**src/rtl/decoder_nto2n_seq_pkg.sv**
```systemverilog
// Shared encodings for the sequenced N-to-2^N decoder: mode field and scan direction.
package decoder_pkg;

  localparam logic [1:0] MODE_HOLD  = 2'b00;
  localparam logic [1:0] MODE_LOAD  = 2'b01;
  localparam logic [1:0] MODE_SCAN  = 2'b10;
  localparam logic [1:0] MODE_CLEAR = 2'b11;

  localparam logic DIR_UP = 1'b0;
  localparam logic DIR_DN = 1'b1;

  // Smallest counter width able to hold 0..div-1; never below one bit.
  function automatic int cnt_w(input int div);
    return (div > 1) ? $clog2(div) : 1;
  endfunction

endpackage

```
**src/rtl/decoder_nto2n_seq_prescaler.sv**
```systemverilog
// Scan-step prescaler: ticks once every DIV enabled, non-cleared cycles.
module step_prescaler
  import decoder_pkg::*;
#(
  parameter int DIV = 1
) (
  input  logic clk,
  input  logic reset_n,
  input  logic en,
  input  logic clr,
  output logic tick
);

  localparam int CW = cnt_w(DIV);
  localparam logic [CW-1:0] LAST = CW'(DIV - 1);

  logic [CW-1:0] cnt;

  // Tick is combinational so the step lands on the same edge the count reaches LAST.
  assign tick = en && !clr && (cnt == LAST);

  always_ff @(posedge clk or negedge reset_n) begin
    if (!reset_n) begin
      cnt <= '0;
    end else if (en) begin
      if (clr || tick) cnt <= '0;
      else             cnt <= cnt + 1'b1;
    end
  end

endmodule

```
**src/rtl/decoder_nto2n_seq.sv**
```systemverilog
// Registered N-to-2^N one-hot decoder with load/clear/hold and a prescaled scan walker.
module decoder_nto2n_seq
  import decoder_pkg::*;
#(
  parameter  int SEL_W    = 2,
  parameter  int SCAN_DIV = 1,
  localparam int OUT_W    = 2 ** SEL_W
) (
  input  logic             clk,
  input  logic             reset_n,
  input  logic             en,
  input  logic [1:0]       mode,
  input  logic [SEL_W-1:0] sel,
  input  logic             dir,
  output logic [OUT_W-1:0] m,
  output logic [SEL_W-1:0] idx,
  output logic             valid,
  output logic             wrap
);

  localparam logic [OUT_W-1:0] ONE = OUT_W'(1);

  logic             tick;
  logic [SEL_W-1:0] idx_n;
  logic             vld_n;
  logic             wrap_n;

  // Any mode other than SCAN abandons the partial count.
  step_prescaler #(.DIV(SCAN_DIV)) u_pre (
    .clk    (clk),
    .reset_n(reset_n),
    .en     (en),
    .clr    (mode != MODE_SCAN),
    .tick   (tick)
  );

  always_comb begin
    idx_n  = idx;
    vld_n  = valid;
    wrap_n = 1'b0;
    case (mode)
      MODE_LOAD: begin
        idx_n = sel;
        vld_n = 1'b1;
      end
      MODE_CLEAR: begin
        idx_n = '0;
        vld_n = 1'b0;
      end
      MODE_SCAN: begin
        if (tick) begin
          vld_n = 1'b1;
          if (!valid) begin
            // Entering the walk from all-zero starts at the end matching the direction.
            idx_n = (dir == DIR_DN) ? '1 : '0;
          end else if (dir == DIR_UP) begin
            idx_n  = idx + 1'b1;
            wrap_n = (idx == '1);
          end else begin
            idx_n  = idx - 1'b1;
            wrap_n = (idx == '0);
          end
        end
      end
      default: ;
    endcase
  end

  // m is decoded from the next index and registered with it, so m == valid ? 1<<idx : 0.
  always_ff @(posedge clk or negedge reset_n) begin
    if (!reset_n) begin
      idx   <= '0;
      valid <= 1'b0;
      m     <= '0;
      wrap  <= 1'b0;
    end else if (en) begin
      idx   <= idx_n;
      valid <= vld_n;
      m     <= vld_n ? (ONE << idx_n) : '0;
      wrap  <= wrap_n;
    end else begin
      wrap  <= 1'b0;
    end
  end

endmodule

```
**config.mk**
```make
export PLATFORM = sky130hd
export DESIGN_NAME = decoder_nto2n_seq
export DESIGN_NICKNAME = d
export VERILOG_FILES = /design/src/rtl/decoder_nto2n_seq_pkg.sv /design/src/rtl/decoder_nto2n_seq_prescaler.sv /design/src/rtl/decoder_nto2n_seq.sv
export SDC_FILE = /design/constraint.sdc
export NUM_CORES = 1
export LEC_CHECK = 0
export BUFFER_PORTS_ARGS = -buffer_cell sky130_fd_sc_hd__buf_2
export CAP_MARGIN = 40
export CORE_AREA = 3 3 40 42
export CTS_CLUSTER_SIZE = 28
export DETAILED_ROUTE_END_ITERATION = 8
export DIE_AREA = 0 0 43 45
export PLACE_DENSITY = 0.74
export SETUP_SLACK_MARGIN = 0.02
export SLEW_MARGIN = 10
export SYNTH_ARGS = -nofsm -noshare
export SYNTH_HDL_FRONTEND = slang
export SYNTH_SLANG_ARGS = --single-unit
```
**constraint.sdc**
```tcl
create_clock -name clk -period 2.6 [get_ports clk]
set_input_delay 0.13 -clock clk [delete_from_list [all_inputs] [get_ports clk]]
set_output_delay 0.13 -clock clk [all_outputs]
set_load 0.03 [all_outputs]
```
==> impl_results.html, run 1 <==
<table>
<tr><th>Metric</th><th>Value</th></tr>
<tr><th colspan="2">Worst setup path</th></tr>
<tr><td>Worst Setup Start Kind</td><td>flip-flop</td></tr>
<tr><td>Cell depth of the worst flop-to-flop path</td><td>4</td></tr>
<tr><td>Crit-path max FO</td><td>8</td></tr>
<tr><td>Critical Path Sink Type</td><td>flip-flop</td></tr>
<tr><td>Reg2Reg Launch Point</td><td>idx[0]$_DFFE_PN0P_</td></tr>
<tr><td>WP data arrival</td><td>roughly 1800 ps</td></tr>
<tr><td>End of the worst register-to-register path</td><td>m[1]$_DFFE_PN0P_</td></tr>
<tr><td>Crit Path Class</td><td>flip-flop to flip-flop</td></tr>
<tr><td>Required time at the endpoint of the critical path</td><td>2770 ps</td></tr>
<tr><td>R2R setup slack</td><td>between 1000 and 1500 ps</td></tr>
<tr><th colspan="2">Global route</th></tr>
<tr><td>Overall fraction of global-route tracks in use</td><td>0.126</td></tr>
<tr><td>Pin count of the biggest net entering global routing</td><td>14</td></tr>
<tr><td>First-pass GRT wire length</td><td>1790 um</td></tr>
<tr><td>Initial antenna violation count</td><td>0</td></tr>
<tr><td>Vias in the first global route</td><td>427</td></tr>
<tr><td>Sum of overflow across all layers after global routing</td><td>0</td></tr>
<tr><th colspan="2">Yosys</th></tr>
<tr><td>Net count after synthesis</td><td>61</td></tr>
<tr><td>Post-synthesis share of cell area spent on xor and xnor gates</td><td>0.0164</td></tr>
<tr><td>Share of Yosys cell area claimed by the top area cell type</td><td>0.422</td></tr>
<tr><td>Fraction of the yosys area taken by sequential cells</td><td>0.422</td></tr>
<tr><td>Largest family of logic cells by synthesized area</td><td>compound AO/OA/AOI/OAI gates</td></tr>
<tr><td>Post-Syn Instances</td><td>53</td></tr>
<tr><td>Ranking of synthesized cells by area</td><td>sky130_fd_sc_hd__dfrtp_1 42%, sky130_fd_sc_hd__o32ai_2 6.1%, sky130_fd_sc_hd__inv_1 5.6%</td></tr>
<tr><td>Synth Cell Area</td><td>534 sq um</td></tr>
<tr><td>Ys Warns</td><td>0</td></tr>
<tr><td>Portion of netlist area occupied by mux cells</td><td>0.0375</td></tr>
<tr><td>Synth Area in Simple Gates</td><td>0.206</td></tr>
<tr><td>Mean area per synthesized cell</td><td>10.1 sq um</td></tr>
<tr><td>Post-synthesis compound-gate area fraction</td><td>0.213</td></tr>
<tr><td>Flops &amp; latches, synth</td><td>9</td></tr>
<tr><td>Synthesized-area fraction occupied by adder cells</td><td>0</td></tr>
<tr><td>Synth unique cells</td><td>23</td></tr>
<tr><td>Cell type with the largest total area after synthesis</td><td>sky130_fd_sc_hd__dfrtp_1</td></tr>
<tr><th colspan="2">Final layout</th></tr>
<tr><td>Share of post-route cells with drive strength above 1</td><td>0.314</td></tr>
<tr><td>Commonest non-fill, non-tap cells in the layout</td><td>15 x sky130_fd_sc_hd__buf_2, 9 x sky130_fd_sc_hd__dfrtp_1, 8 x sky130_fd_sc_hd__inv_1</td></tr>
<tr><td>Number of nets in the finished design</td><td>79</td></tr>
<tr><td>Final standard cell area without fillers</td><td>638 sq um</td></tr>
<tr><td>Number of fillers in the final layout</td><td>between 100 and 150</td></tr>
<tr><td>Area Overhead vs Synth</td><td>19.4%</td></tr>
<tr><td>Commonest non-fill, non-tap cell in the layout</td><td>sky130_fd_sc_hd__buf_2</td></tr>
<tr><td>Antenna diode count</td><td>0</td></tr>
<tr><th colspan="2">Floorplan</th></tr>
<tr><td>I/O pin cnt</td><td>16</td></tr>
<tr><td>Die ar.</td><td>0.00194 sq mm</td></tr>
<tr><td>Placeable Area</td><td>0.00128 sq mm</td></tr>
<tr><td>Site row count</td><td>13</td></tr>
<tr><td>Overall die height</td><td>45 um</td></tr>
<tr><td>Starting density of the core</td><td>0.416</td></tr>
<tr><td>X dimension of the die</td><td>between 40 and 50 um</td></tr>
<tr><th colspan="2">Routing</th></tr>
<tr><td>Remaining antenna violation count</td><td>0</td></tr>
<tr><td>Ratio of routed vias to standard cells</td><td>5.41</td></tr>
<tr><td>DRC violations left</td><td>0</td></tr>
<tr><td>Starting DRC count in detailed routing</td><td>11</td></tr>
<tr><td>TritonRoute pass-1 iters</td><td>4</td></tr>
<tr><td>Avg WL per Cell</td><td>13.7 um</td></tr>
<tr><td>Total wire length</td><td>1160 um</td></tr>
<tr><td>Overall via count from detail_route</td><td>460</td></tr>
<tr><th colspan="2">Power and ir drop</th></tr>
<tr><td>LEAKAGE</td><td>0.000309 uW</td></tr>
<tr><td>Peak ir drop on the vdd network</td><td>0.000506 V</td></tr>
<tr><td>Power per Cell Area</td><td>between 600 and 700 mW/mm^2</td></tr>
<tr><th colspan="2">STA</th></tr>
<tr><td>Final-layout setup total negative slack</td><td>0 ps</td></tr>
<tr><td>Min Tclk post-route</td><td>1590 ps</td></tr>
<tr><td>Period utilization</td><td>0.611</td></tr>
<tr><td>Worst rel slew slack</td><td>0.689</td></tr>
<tr><td>Clock tree skew after final layout</td><td>4.34 ps</td></tr>
<tr><td>Setup repair after global routing missed its margin</td><td>no</td></tr>
<tr><td>Final Slew Violations</td><td>0</td></tr>
<tr><td>Measured slew at the worst slew-check pin</td><td>464 ps</td></tr>
<tr><td>Setup-failing EPs final</td><td>0</td></tr>
<tr><td>Fmax</td><td>630 MHz</td></tr>
<tr><td>Final hold violation count</td><td>0</td></tr>
<tr><th colspan="2">Hold path</th></tr>
<tr><td>Terminating pin of the worst hold path</td><td>m[1]$_DFFE_PN0P_</td></tr>
<tr><td>Depth of the worst hold-timing path</td><td>2</td></tr>
<tr><td>Hold Path Class</td><td>input pin to flip-flop</td></tr>
<tr><td>Worst hold path startpoint</td><td>en</td></tr>
<tr><th colspan="2">Clock network</th></tr>
<tr><td>CTS Root Cell</td><td>sky130_fd_sc_hd__clkbuf_4</td></tr>
<tr><td>Post-CTS clock slew at the launch and capture registers of the worst setup and hold paths</td><td>60 ps</td></tr>
<tr><td>Clock tree from TritonCTS</td><td>built</td></tr>
<tr><td>H-tree level count</td><td>1</td></tr>
<tr><td>Maximum clock path buffer count</td><td>2</td></tr>
<tr><td>Number of gates resized after CTS</td><td>0</td></tr>
<tr><td>Latest clock arrival within the worst-skew pair</td><td>between 200 and 300 ps</td></tr>
<tr><td>Clock buffers created by TritonCTS</td><td>3</td></tr>
<tr><td>Clock Sinks</td><td>9</td></tr>
<tr><th colspan="2">Placement</th></tr>
<tr><td>Placed Area</td><td>602 sq um</td></tr>
<tr><td>RePlAce Congestion</td><td>approximately 0.73</td></tr>
<tr><td>IO Port Bufs</td><td>15</td></tr>
<tr><td>Half-perimeter wire length after detailed placement</td><td>~930 um</td></tr>
<tr><th colspan="2">Outcome</th></tr>
<tr><td>Status</td><td>completed</td></tr>
<tr><th colspan="2">Job</th></tr>
<tr><td>Count of max-cap constraint violations</td><td>0</td></tr>
</table>
## per-layer routing
layer	vias to the layer above	part of all wire	global-route usage
met5	-	0	0
met4	0	0.0060	0.0181
met3	2	0.077	0.0757
met2	14	0.49	0.210
met1	220	0.43	0.145
li1	224	-	-
## per-stage QoR
| step | utilization | hold WS (ps) | total power [uW] | instances | worst slack (ps) |
|---|---|---|---|---|---|
| CTS | 0.497 | 203 | 400 | 85 | 1010 |
| floorplan | - | -166 | 258 | 53 | 898 |
| detailed placement | 0.468 | -5.26 | 290 | 80 | 1020 |
| global placement | 0.468 | -6.73 | 287 | 80 | 1070 |
| global route | 0.497 | 221 | 420 | 85 | 914 |
| finish | 0.497 | 199 | 397 | 85 | 1010 |
## timing repair
| item | 4_1_cts | 5_1_grt |
|---|---|---|
| endpoints found under the hold margin | 9 | 0 |
| buffers inserted | 0 | 0 |
| hold buffers | 1 | 0 |
## worst max-delay path, stage by stage, from the launching register on
cell and delay (ps):
sky130_fd_sc_hd__dfrtp_1 470, sky130_fd_sc_hd__xor2_1 210, sky130_fd_sc_hd__nor4b_2 180, sky130_fd_sc_hd__or3_1 390
sky130_fd_sc_hd__o32ai_2 260
## worst max path at each step
stage                        from                to  slack (ps)  cells after the start
5_1_grt        idx[0]$_DFFE_PN0P_  m[1]$_DFFE_PN0P_         910                      4
3_5_place_dp   idx[0]$_DFFE_PN0P_  m[1]$_DFFE_PN0P_        1020                      4
4_1_cts        idx[0]$_DFFE_PN0P_  m[1]$_DFFE_PN0P_        1010                      4
6_report       idx[0]$_DFFE_PN0P_  m[1]$_DFFE_PN0P_        1010                      4
3_3_place_gp   idx[0]$_DFFE_PN0P_  m[2]$_DFFE_PN0P_        1070                      4
2_1_floorplan  idx[0]$_DFFE_PN0P_  m[2]$_DFFE_PN0P_         900                      5
## area by class of cell
class | count | area [sq um] | area share
Inverter | 8 | 30.0 | 0.0471
Sequential cell | 9 | 225 | 0.353
Multi-Input combinational cell | 33 | 253 | 0.396
Timing Repair Buffer | 16 | 85.1 | 0.133
Clock buffer | 4 | 26.3 | 0.0412
Tap cell | 15 | 18.8 | 0.0294
## registers in the layout, summed over array words and instances (netlist names)
signal	cells
idx	2
m	4
wrap	1
u_pre.cnt	1
valid	1
## Yosys cell counts
cell type	count
sky130_fd_sc_hd__dfrtp_1	9
sky130_fd_sc_hd__inv_1	8
sky130_fd_sc_hd__nor2_1	5
sky130_fd_sc_hd__a21oi_1	3
sky130_fd_sc_hd__nor3_1	3
sky130_fd_sc_hd__a32o_1	2
sky130_fd_sc_hd__buf_6	2
sky130_fd_sc_hd__mux2i_1	2
sky130_fd_sc_hd__nor2b_1	2
sky130_fd_sc_hd__o21ai_1	2
sky130_fd_sc_hd__o32ai_1	2
sky130_fd_sc_hd__o32ai_2	2
sky130_fd_sc_hd__a211oi_1	1
sky130_fd_sc_hd__a31oi_1	1
sky130_fd_sc_hd__and3_1	1
sky130_fd_sc_hd__clkbuf_1	1
sky130_fd_sc_hd__nand2_1	1
sky130_fd_sc_hd__nand3_1	1
sky130_fd_sc_hd__nand4bb_4	1
sky130_fd_sc_hd__nor4b_2	1
sky130_fd_sc_hd__o21ai_0	1
sky130_fd_sc_hd__or3_1	1
sky130_fd_sc_hd__xor2_1	1
## power breakdown
part	switching, uW	internal, uW
clock	49.1	59.2
sequential	17.1	154
combinational	75.2	41.5
total	141	255
## logic make-up after synthesis
logic type | Yosys count
buffers and inverters | 11
and+or+nand+nor | 16
muxes | 2
AOI/OAI and AO/OA | 14
DFF | 9
xor gates and xnor gates | 1
Note: power is estimated with default switching activity, not from simulation.
==> inputs of run 2 (changes only) <==
--- a/config.mk
+++ b/config.mk
@@ -11,7 +11,7 @@
 export CTS_CLUSTER_SIZE = 28
 export DETAILED_ROUTE_END_ITERATION = 8
 export DIE_AREA = 0 0 43 45
-export PLACE_DENSITY = 0.74
+export PLACE_DENSITY = 0.76
 export SETUP_SLACK_MARGIN = 0.02
 export SLEW_MARGIN = 10
 export SYNTH_ARGS = -nofsm -noshare
==> constraint.sdc (replaced) <==
create_clock -name clk -period 1.45 [get_ports clk]
set_input_delay 0.0725 -clock clk [delete_from_list [all_inputs] [get_ports clk]]
set_output_delay 0.0725 -clock clk [all_outputs]
set_load 0.03 [all_outputs]
==> run 2 against run 1 <==
  * The run now ends with negative setup slack left
  * Sequential cell count stayed put
  * Clock skew decreased by 2.0 ps
  * Worst hold slack got worse by 100 ps
  * Clock power increased by 83%
  * Sequential power increased by 78%
  * Via count increased by 5.0%
  * Final cell count up 7.1%
  * Design area is 15% higher
  * Global-route usage grew 3.3 points
  * Power up 96%
  * First-iteration DRC count grew 9.1%
  * Wire length is 16% higher
  * Highest routed layer is now met3
==> impl_results.html, run 2 (synthesis results as in run 1) <==
<table>
<tr><th>Metric</th><th>Value</th></tr>
<tr><th colspan="2">Clock network</th></tr>
<tr><td>Maximum clock path buffer count</td><td>2 (unchanged)</td></tr>
<tr><td>Post-CTS clock slew at the launch and capture registers of the worst setup and hold paths</td><td>60 ps (about the same)</td></tr>
<tr><td>Clock buffers created by TritonCTS</td><td>3 (unchanged)</td></tr>
<tr><td>Clock Sinks</td><td>9 (unchanged)</td></tr>
<tr><td>Clock tree from TritonCTS</td><td>built</td></tr>
<tr><td>CTS Root Cell</td><td>sky130_fd_sc_hd__clkbuf_4</td></tr>
<tr><td>Latest clock arrival within the worst-skew pair</td><td>260 ps (about the same)</td></tr>
<tr><td>H-tree level count</td><td>1 (unchanged)</td></tr>
<tr><th colspan="2">Power and ir drop</th></tr>
<tr><td>Switching power of the nets</td><td>282 uW (+100%)</td></tr>
<tr><td>Switching share of total power</td><td>0.362 (+0.00565)</td></tr>
<tr><td>Total power consumption of the routed design</td><td>779 uW (+96%)</td></tr>
<tr><td>Peak ir drop on the vdd network</td><td>0.000701 V (+39%)</td></tr>
<tr><td>Power per Cell Area</td><td>1060 mW/mm^2 (+71%)</td></tr>
<tr><td>Comb pwr share</td><td>0.353 (+0.059)</td></tr>
<tr><td>Proportion of power drawn by the clock network</td><td>0.255 (-0.018)</td></tr>
<tr><td>Part of the power in registers</td><td>0.392 (-0.041)</td></tr>
<tr><td>Internal cell power</td><td>497 uW (+95%)</td></tr>
<tr><td>LEAKAGE</td><td>0.000349 uW (+13%)</td></tr>
<tr><th colspan="2">Final layout</th></tr>
<tr><td>Number of flip-flops under the largest register name</td><td>4 (unchanged)</td></tr>
<tr><td>Commonest non-fill, non-tap cells in the layout</td><td>15 x sky130_fd_sc_hd__buf_2, 8 x sky130_fd_sc_hd__inv_1, 7 x sky130_fd_sc_hd__dfrtp_1</td></tr>
<tr><td>Largest register by flop count</td><td>m</td></tr>
<tr><td>Share of post-route cells with drive strength above 1</td><td>0.487 (+0.173)</td></tr>
<tr><td>Largest registers</td><td>m x4, idx x2</td></tr>
<tr><td>Number of fillers in the final layout</td><td>105 (-10%)</td></tr>
<tr><td>Register cell area after layout</td><td>228 sq um (+1.1%)</td></tr>
<tr><td>Number of nets in the finished design</td><td>85 (+7.6%)</td></tr>
<tr><td>Area Overhead vs Synth</td><td>37.5%</td></tr>
<tr><td>Final core utilization</td><td>0.572 (+0.0750)</td></tr>
<tr><td>Commonest non-fill, non-tap cell in the layout</td><td>sky130_fd_sc_hd__buf_2</td></tr>
<tr><td>Antenna diode count</td><td>0 (unchanged)</td></tr>
<tr><td>Combined area of the multi-input logic cells</td><td>302 sq um (+19%)</td></tr>
<tr><th colspan="2">Hold path</th></tr>
<tr><td>Depth of the worst hold-timing path</td><td>2 (unchanged)</td></tr>
<tr><td>Hold Path Class</td><td>input pin to flip-flop</td></tr>
<tr><th colspan="2">Placement</th></tr>
<tr><td>Half-perimeter wire length after detailed placement</td><td>940 um (+0.80%)</td></tr>
<tr><td>RePlAce Congestion</td><td>0.843 (+15%)</td></tr>
<tr><td>IO Port Bufs</td><td>15 (unchanged)</td></tr>
<tr><th colspan="2">Global route</th></tr>
<tr><td>Sum of overflow across all layers after global routing</td><td>0 (unchanged)</td></tr>
<tr><td>Pin count of the biggest net entering global routing</td><td>10 (-4)</td></tr>
<tr><td>Vias in the first global route</td><td>470 (+10%)</td></tr>
<tr><td>Initial antenna violation count</td><td>0 (unchanged)</td></tr>
<tr><td>First-pass GRT wire length</td><td>2250 um (+26%)</td></tr>
<tr><td>Overall fraction of global-route tracks in use</td><td>0.159 (+0.0326)</td></tr>
<tr><th colspan="2">Outcome</th></tr>
<tr><td>Failing checks</td><td>negative setup slack</td></tr>
<tr><td>Status</td><td>finished with violations</td></tr>
<tr><th colspan="2">Worst setup path</th></tr>
<tr><td>Required time at the endpoint of the critical path</td><td>1600 ps (-1170 ps)</td></tr>
<tr><td>Crit Path Class</td><td>flip-flop to flip-flop</td></tr>
<tr><td>Critical Path Sink Type</td><td>flip-flop</td></tr>
<tr><td>Crit path largest cell delay</td><td>440 ps (-30 ps)</td></tr>
<tr><td>CP max stage cell</td><td>sky130_fd_sc_hd__dfrtp_2</td></tr>
<tr><td>Cells traversed along the worst timing path</td><td>xor2_2, nor4b_4, or3_4, a32o_1</td></tr>
<tr><td>WP data arrival</td><td>1660 ps (-100 ps)</td></tr>
<tr><td>Worst Setup Start Kind</td><td>flip-flop</td></tr>
<tr><td>Cell depth of the worst flop-to-flop path</td><td>4 (unchanged)</td></tr>
<tr><td>Crit-path max FO</td><td>4 (-4)</td></tr>
<tr><th colspan="2">Routing</th></tr>
<tr><td>Overall via count from detail_route</td><td>483 (+5.0%)</td></tr>
<tr><td>Ratio of routed vias to standard cells</td><td>5.31 (-1.9%)</td></tr>
<tr><td>Starting DRC count in detailed routing</td><td>12 (+1)</td></tr>
<tr><td>Remaining antenna violation count</td><td>0 (unchanged)</td></tr>
<tr><td>DRC violations left</td><td>0 (unchanged)</td></tr>
<tr><td>Total wire length</td><td>1350 um (+16%)</td></tr>
<tr><td>TritonRoute pass-1 iters</td><td>4 (unchanged)</td></tr>
<tr><td>Avg WL per Cell</td><td>14.9 um (+8.8%)</td></tr>
<tr><th colspan="2">Floorplan</th></tr>
<tr><td>Die ar.</td><td>0.00194 sq mm (unchanged)</td></tr>
<tr><td>I/O pin cnt</td><td>16 (unchanged)</td></tr>
<tr><td>Site row count</td><td>13 (unchanged)</td></tr>
<tr><td>Placeable Area</td><td>0.00128 sq mm (unchanged)</td></tr>
<tr><td>Starting density of the core</td><td>0.416 (unchanged)</td></tr>
<tr><td>Overall die height</td><td>45 um (unchanged)</td></tr>
<tr><td>X dimension of the die</td><td>43 um (unchanged)</td></tr>
<tr><th colspan="2">STA</th></tr>
<tr><td>Period utilization</td><td>1.04 (+0.432)</td></tr>
<tr><td>Fmax</td><td>661 MHz (+5.0%)</td></tr>
<tr><td>Clock tree skew after final layout</td><td>2.35 ps (-1.99 ps)</td></tr>
<tr><td>Measured slew at the worst slew-check pin</td><td>301 ps (-163 ps)</td></tr>
<tr><td>Setup repair after global routing missed its margin</td><td>yes</td></tr>
<tr><td>Final hold violation count</td><td>0 (unchanged)</td></tr>
<tr><td>Final Slew Violations</td><td>0 (unchanged)</td></tr>
<tr><td>Worst rel slew slack</td><td>0.799 (+0.110)</td></tr>
<tr><td>Setup-failing EPs final</td><td>5 (+5)</td></tr>
<tr><td>Setup ws final</td><td>-62.8 ps (-1070 ps)</td></tr>
<tr><td>Min Tclk post-route</td><td>1510 ps (-75.7 ps)</td></tr>
<tr><th colspan="2">Job</th></tr>
<tr><td>Count of max-cap constraint violations</td><td>0 (unchanged)</td></tr>
</table>
run 2: worst paths after layout:
path,slack [ps],endpoint,start
min in group asynchronous,200,wrap$_DFF_PN0_,reset_n
max in group asynchronous,1050,idx[1]$_DFFE_PN0P_,reset_n
worst max-delay path,-60,m[2]$_DFFE_PN0P_,idx[0]$_DFFE_PN0P_
worst min-delay path,100,idx[0]$_DFFE_PN0P_,en
worst min register to register,490,m[0]$_DFFE_PN0P_,m[0]$_DFFE_PN0P_
worst max register to register,-60,m[2]$_DFFE_PN0P_,idx[0]$_DFFE_PN0P_
run 2: layout make-up:
| type | instances | share of cell area |
|---|---|---|
| inverters | 8 | 0.0409 |
| multi-input cells | 33 | 0.411 |
| repair buffers | 22 | 0.177 |
| flip-flops and latches | 9 | 0.310 |
| clock buffers | 4 | 0.0358 |
| well taps | 15 | 0.0256 |
run 2: what timing repair did:
action / 4_1_cts / 5_1_grt
pin swaps: 5 / 0
setup buffers: 0 / 1
hold endpoints to repair: 9 / 0
resized for setup: 5 / 4
setup endpoints to repair: 5 / 6
hold buffers: 1 / 0
run 2: power by group through the flow:
stage / registers (uW) / clock network (uW) / logic [uW]
4_1_cts: 302 / 207 / 261
6_report: 306 / 198 / 275
3_3_place_gp: 305 / 0 / 239
2_1_floorplan: 355 / 0 / 109
3_5_place_dp: 306 / 0 / 242
5_1_grt: 311 / 215 / 297
run 2: per-stage QoR:
| step | setup slack [ps] | instance area, sq um | hold slack, ps | cells | setup TNS, ps |
|---|---|---|---|---|---|
| after floorplan | -167 | 536 | -223 | 53 | -378 |
| after global placement | -51.6 | 641 | -65.9 | 85 | -67.3 |
| after detailed placement | -47.8 | 641 | -61.4 | 85 | -86.4 |
| after CTS | -55.1 | 707 | 81.5 | 90 | -76.5 |
| after global routing | -105 | 734 | 93.3 | 91 | -495 |
| final | -62.8 | 734 | 97.9 | 91 | -150 |
run 2: critical path, delay by kind of cell (launching register included):
kind	cells	cell delay (ps)
AO/OA/AOI/OAI	1	220
AND/OR/NAND/NOR	2	550
XOR/XNOR	1	190
flip-flops	1	440
run 2: metal layers:
layer	global-route usage	vias up	routed length (um)
li1	-	237	-
met1	0.201	226	584
met2	0.266	20	683
met3	0.0398	0	86
met4	0.0542	0	0
met5	0	-	0
==> inputs of run 3 (changes only) <==
==> constraint.sdc (replaced) <==
create_clock -name clk -period 1.45 [get_ports clk]
set_input_delay 0 -clock clk [delete_from_list [all_inputs] [get_ports clk]]
set_output_delay 0 -clock clk [all_outputs]
set_load 0.03 [all_outputs]
==> run 3 against run 2 <==
  * The run still ends with negative setup slack left
  * Non-clock buffer count unchanged
  * Clock-buffer cell count unchanged
  * Sequential power hardly changed
  * Die area stayed put
  * Combinational power grew 10%
  * Sequential cell count did not move
  * Design area up 2.9%
  * Via count grew 1.0%
  * Critical endpoint is now m[3]$_DFFE_PN0P_
  * Utilization increased by 1.7 points
  * Register-to-register slack lost 20 ps
  * Critical path type unchanged
==> impl_results.html, run 3 (synthesis results as in run 1) <==
<table>
<tr><th>Metric</th><th>Value</th></tr>
<tr><th colspan="2">Floorplan</th></tr>
<tr><td>Starting density of the core</td><td>0.416 (unchanged)</td></tr>
<tr><td>Die ar.</td><td>0.00194 sq mm (unchanged)</td></tr>
<tr><td>X dimension of the die</td><td>43 um (unchanged)</td></tr>
<tr><td>I/O pin cnt</td><td>16 (unchanged)</td></tr>
<tr><td>Site row count</td><td>13 (unchanged)</td></tr>
<tr><td>Placeable Area</td><td>0.00128 sq mm (unchanged)</td></tr>
<tr><td>Overall die height</td><td>45 um (unchanged)</td></tr>
<tr><th colspan="2">Clock network</th></tr>
<tr><td>Maximum clock path buffer count</td><td>2 (unchanged)</td></tr>
<tr><td>Latest clock arrival within the worst-skew pair</td><td>260 ps (about the same)</td></tr>
<tr><td>Clock Sinks</td><td>9 (unchanged)</td></tr>
<tr><td>H-tree level count</td><td>1 (unchanged)</td></tr>
<tr><td>Post-CTS clock slew at the launch and capture registers of the worst setup and hold paths</td><td>60 ps (about the same)</td></tr>
<tr><td>CTS Root Cell</td><td>sky130_fd_sc_hd__clkbuf_4</td></tr>
<tr><td>Clock tree from TritonCTS</td><td>built</td></tr>
<tr><td>Clock buffers created by TritonCTS</td><td>3 (unchanged)</td></tr>
<tr><th colspan="2">STA</th></tr>
<tr><td>Min Tclk post-route</td><td>1530 ps (+22.1 ps)</td></tr>
<tr><td>Final Slew Violations</td><td>0 (unchanged)</td></tr>
<tr><td>Final-layout setup total negative slack</td><td>-286 ps (-136 ps)</td></tr>
<tr><td>Clock tree skew after final layout</td><td>3.77 ps (+1.42 ps)</td></tr>
<tr><td>Period utilization</td><td>1.06 (+0.0152)</td></tr>
<tr><td>Setup repair after global routing missed its margin</td><td>yes</td></tr>
<tr><td>Final hold violation count</td><td>0 (unchanged)</td></tr>
<tr><td>Worst rel slew slack</td><td>0.682 (-0.117)</td></tr>
<tr><td>Setup-failing EPs final</td><td>5 (unchanged)</td></tr>
<tr><td>Measured slew at the worst slew-check pin</td><td>476 ps (+175 ps)</td></tr>
<tr><td>Fmax</td><td>652 MHz (-1.4%)</td></tr>
<tr><td>Setup ws final</td><td>-84.8 ps (-22.1 ps)</td></tr>
<tr><th colspan="2">Global route</th></tr>
<tr><td>Met3 track demand over resource in global routing</td><td>0.0757 (+0.0359)</td></tr>
<tr><td>GR Layer Usage met2</td><td>0.251 (-0.0150)</td></tr>
<tr><td>Overall fraction of global-route tracks in use</td><td>0.155 (-0.00421)</td></tr>
<tr><td>Highest-utilization routing layer at the global route stage</td><td>met2</td></tr>
<tr><td>Initial antenna violation count</td><td>0 (unchanged)</td></tr>
<tr><td>Sum of overflow across all layers after global routing</td><td>0 (unchanged)</td></tr>
<tr><td>Vias in the first global route</td><td>478 (+1.7%)</td></tr>
<tr><td>First-pass GRT wire length</td><td>2210 um (-1.8%)</td></tr>
<tr><td>Pin count of the biggest net entering global routing</td><td>14 (+4)</td></tr>
<tr><td>Met1 track demand over resource</td><td>0.194 (-0.00746)</td></tr>
<tr><th colspan="2">Routing</th></tr>
<tr><td>TritonRoute pass-1 iters</td><td>4 (unchanged)</td></tr>
<tr><td>Avg WL per Cell</td><td>15.8 um (+6.5%)</td></tr>
<tr><td>Starting DRC count in detailed routing</td><td>16 (+4)</td></tr>
<tr><td>Ratio of routed vias to standard cells</td><td>5.36 (+1.0%)</td></tr>
<tr><td>Total wire length</td><td>1440 um (+6.5%)</td></tr>
<tr><td>Remaining antenna violation count</td><td>0 (unchanged)</td></tr>
<tr><td>Overall via count from detail_route</td><td>488 (+1.0%)</td></tr>
<tr><td>DRC violations left</td><td>0 (unchanged)</td></tr>
<tr><th colspan="2">Final layout</th></tr>
<tr><td>Largest register by flop count</td><td>m</td></tr>
<tr><td>Number of flip-flops under the largest register name</td><td>4 (unchanged)</td></tr>
<tr><td>Number of fillers in the final layout</td><td>115 (+9.5%)</td></tr>
<tr><td>Number of nets in the finished design</td><td>85 (unchanged)</td></tr>
<tr><td>Largest registers</td><td>m x4, idx x2</td></tr>
<tr><td>Area Overhead vs Synth</td><td>41.5%</td></tr>
<tr><td>Final core utilization</td><td>0.588 (+0.0166)</td></tr>
<tr><td>Antenna diode count</td><td>0 (unchanged)</td></tr>
<tr><td>Share of post-route cells with drive strength above 1</td><td>0.474 (-0.0132)</td></tr>
<tr><td>Commonest non-fill, non-tap cells in the layout</td><td>15 x sky130_fd_sc_hd__buf_2, 8 x sky130_fd_sc_hd__inv_1, 7 x sky130_fd_sc_hd__dfrtp_1</td></tr>
<tr><td>Commonest non-fill, non-tap cell in the layout</td><td>sky130_fd_sc_hd__buf_2</td></tr>
<tr><th colspan="2">Placement</th></tr>
<tr><td>Half-perimeter wire length after detailed placement</td><td>984 um (+4.7%)</td></tr>
<tr><td>RePlAce Congestion</td><td>0.823 (-2.4%)</td></tr>
<tr><td>IO Port Bufs</td><td>15 (unchanged)</td></tr>
<tr><th colspan="2">Worst setup path</th></tr>
<tr><td>WP data arrival</td><td>1700 ps (+40 ps)</td></tr>
<tr><td>Required time at the endpoint of the critical path</td><td>1620 ps (+20 ps)</td></tr>
<tr><td>Crit Path Class</td><td>flip-flop to flip-flop</td></tr>
<tr><td>Endpoint of the worst setup timing path</td><td>m[3]$_DFFE_PN0P_</td></tr>
<tr><td>Crit-path max FO</td><td>4 (unchanged)</td></tr>
<tr><td>Reg2Reg Launch Point</td><td>idx[1]$_DFFE_PN0P_</td></tr>
<tr><td>Critical Path Start</td><td>idx[1]$_DFFE_PN0P_</td></tr>
<tr><td>R2R setup slack</td><td>-80 ps (-20 ps)</td></tr>
<tr><td>Critical Path Sink Type</td><td>flip-flop</td></tr>
<tr><td>Worst Setup Start Kind</td><td>flip-flop</td></tr>
<tr><td>End of the worst register-to-register path</td><td>m[3]$_DFFE_PN0P_</td></tr>
<tr><td>Cell depth of the worst flop-to-flop path</td><td>5 (+1)</td></tr>
<tr><th colspan="2">Hold path</th></tr>
<tr><td>Hold Path Class</td><td>input pin to flip-flop</td></tr>
<tr><th colspan="2">Outcome</th></tr>
<tr><td>Status</td><td>finished with violations</td></tr>
<tr><td>Failing checks</td><td>negative setup slack</td></tr>
<tr><th colspan="2">Power and ir drop</th></tr>
<tr><td>Peak ir drop on the vdd network</td><td>0.000701 V (about the same)</td></tr>
<tr><td>LEAKAGE</td><td>0.000348 uW (-0.39%)</td></tr>
<tr><td>Power per Cell Area</td><td>1060 mW/mm^2 (-0.48%)</td></tr>
<tr><th colspan="2">Job</th></tr>
<tr><td>Count of max-cap constraint violations</td><td>0 (unchanged)</td></tr>
</table>
==> run 3: per-layer routing <==
metal | vias to the layer above | routed length (um)
met5 | - | 0
li1 | 234 | -
met1 | 239 | 614
met2 | 15 | 745
met3 | 0 | 80
met4 | 0 | 0
==> run 3: worst min-delay path by stage <==
stage | from | endpoint | slack, ps | depth (start not counted)
2_1_floorplan | reset_n | idx[0]$_DFFE_PN0P_ | -300 | 0
3_3_place_gp | reset_n | wrap$_DFF_PN0_ | -140 | 1
3_5_place_dp | reset_n | valid$_DFFE_PN0P_ | -140 | 1
4_1_cts | en | u_pre.cnt$_DFFE_PN0P_ | 90 | 2
5_1_grt | en | m[1]$_DFFE_PN0P_ | 100 | 2
6_report | en | m[3]$_DFFE_PN0P_ | 90 | 2
==> run 3: timing repair <==
item | CTS | global route
hold endpoints to repair | 9 | 0
pin swaps | 1 | 2
resized for setup | 1 | 10
buffers inserted | 1 | 1
setup endpoints to repair | 5 | 5
hold buffers | 1 | 0
==> run 3: worst max-delay path: stages, from the launching register on <==
cell and delay (ps):
sky130_fd_sc_hd__dfrtp_2 400, sky130_fd_sc_hd__buf_4 130, sky130_fd_sc_hd__inv_1 50, sky130_fd_sc_hd__o32ai_1 460, sky130_fd_sc_hd__nor3_2 120, sky130_fd_sc_hd__o32ai_1 280
==> run 3: area by class of cell <==
| class | count | area, sq um | share of cell area |
|---|---|---|---|
| Clock buffer | 4 | 26.3 | 0.0348 |
| Inverter | 8 | 30.0 | 0.0397 |
| Multi-Input combinational cell | 33 | 323 | 0.427 |
| Sequential cell | 9 | 228 | 0.301 |
| Tap cell | 15 | 18.8 | 0.0248 |
| Timing Repair Buffer | 22 | 130 | 0.172 |
==> run 3: per-stage QoR <==
| stage | total power (uW) | area [sq um] | setup WS, ps | hold WS [ps] | instances |
|---|---|---|---|---|---|
| 2_1_floorplan | 464 | 536 | -167 | -296 | 53 |
| 3_3_place_gp | 543 | 633 | -53.5 | -138 | 84 |
| 3_5_place_dp | 548 | 633 | -48.6 | -135 | 84 |
| 4_1_cts | 753 | 683 | -55.0 | 87.9 | 90 |
| 5_1_grt | 845 | 756 | -123 | 101 | 91 |
| 6_report | 798 | 756 | -84.8 | 94.3 | 91 |
==> run 3: report_power, final <==
| group | total [uW] | leakage (uW) | switching (uW) | internal, uW |
|---|---|---|---|---|
| logic | 303 | 0.000219 | 177 | 126 |
| registers | 304 | 0.000114 | 25.0 | 279 |
| clock network | 191 | 0.0000150 | 85.4 | 106 |
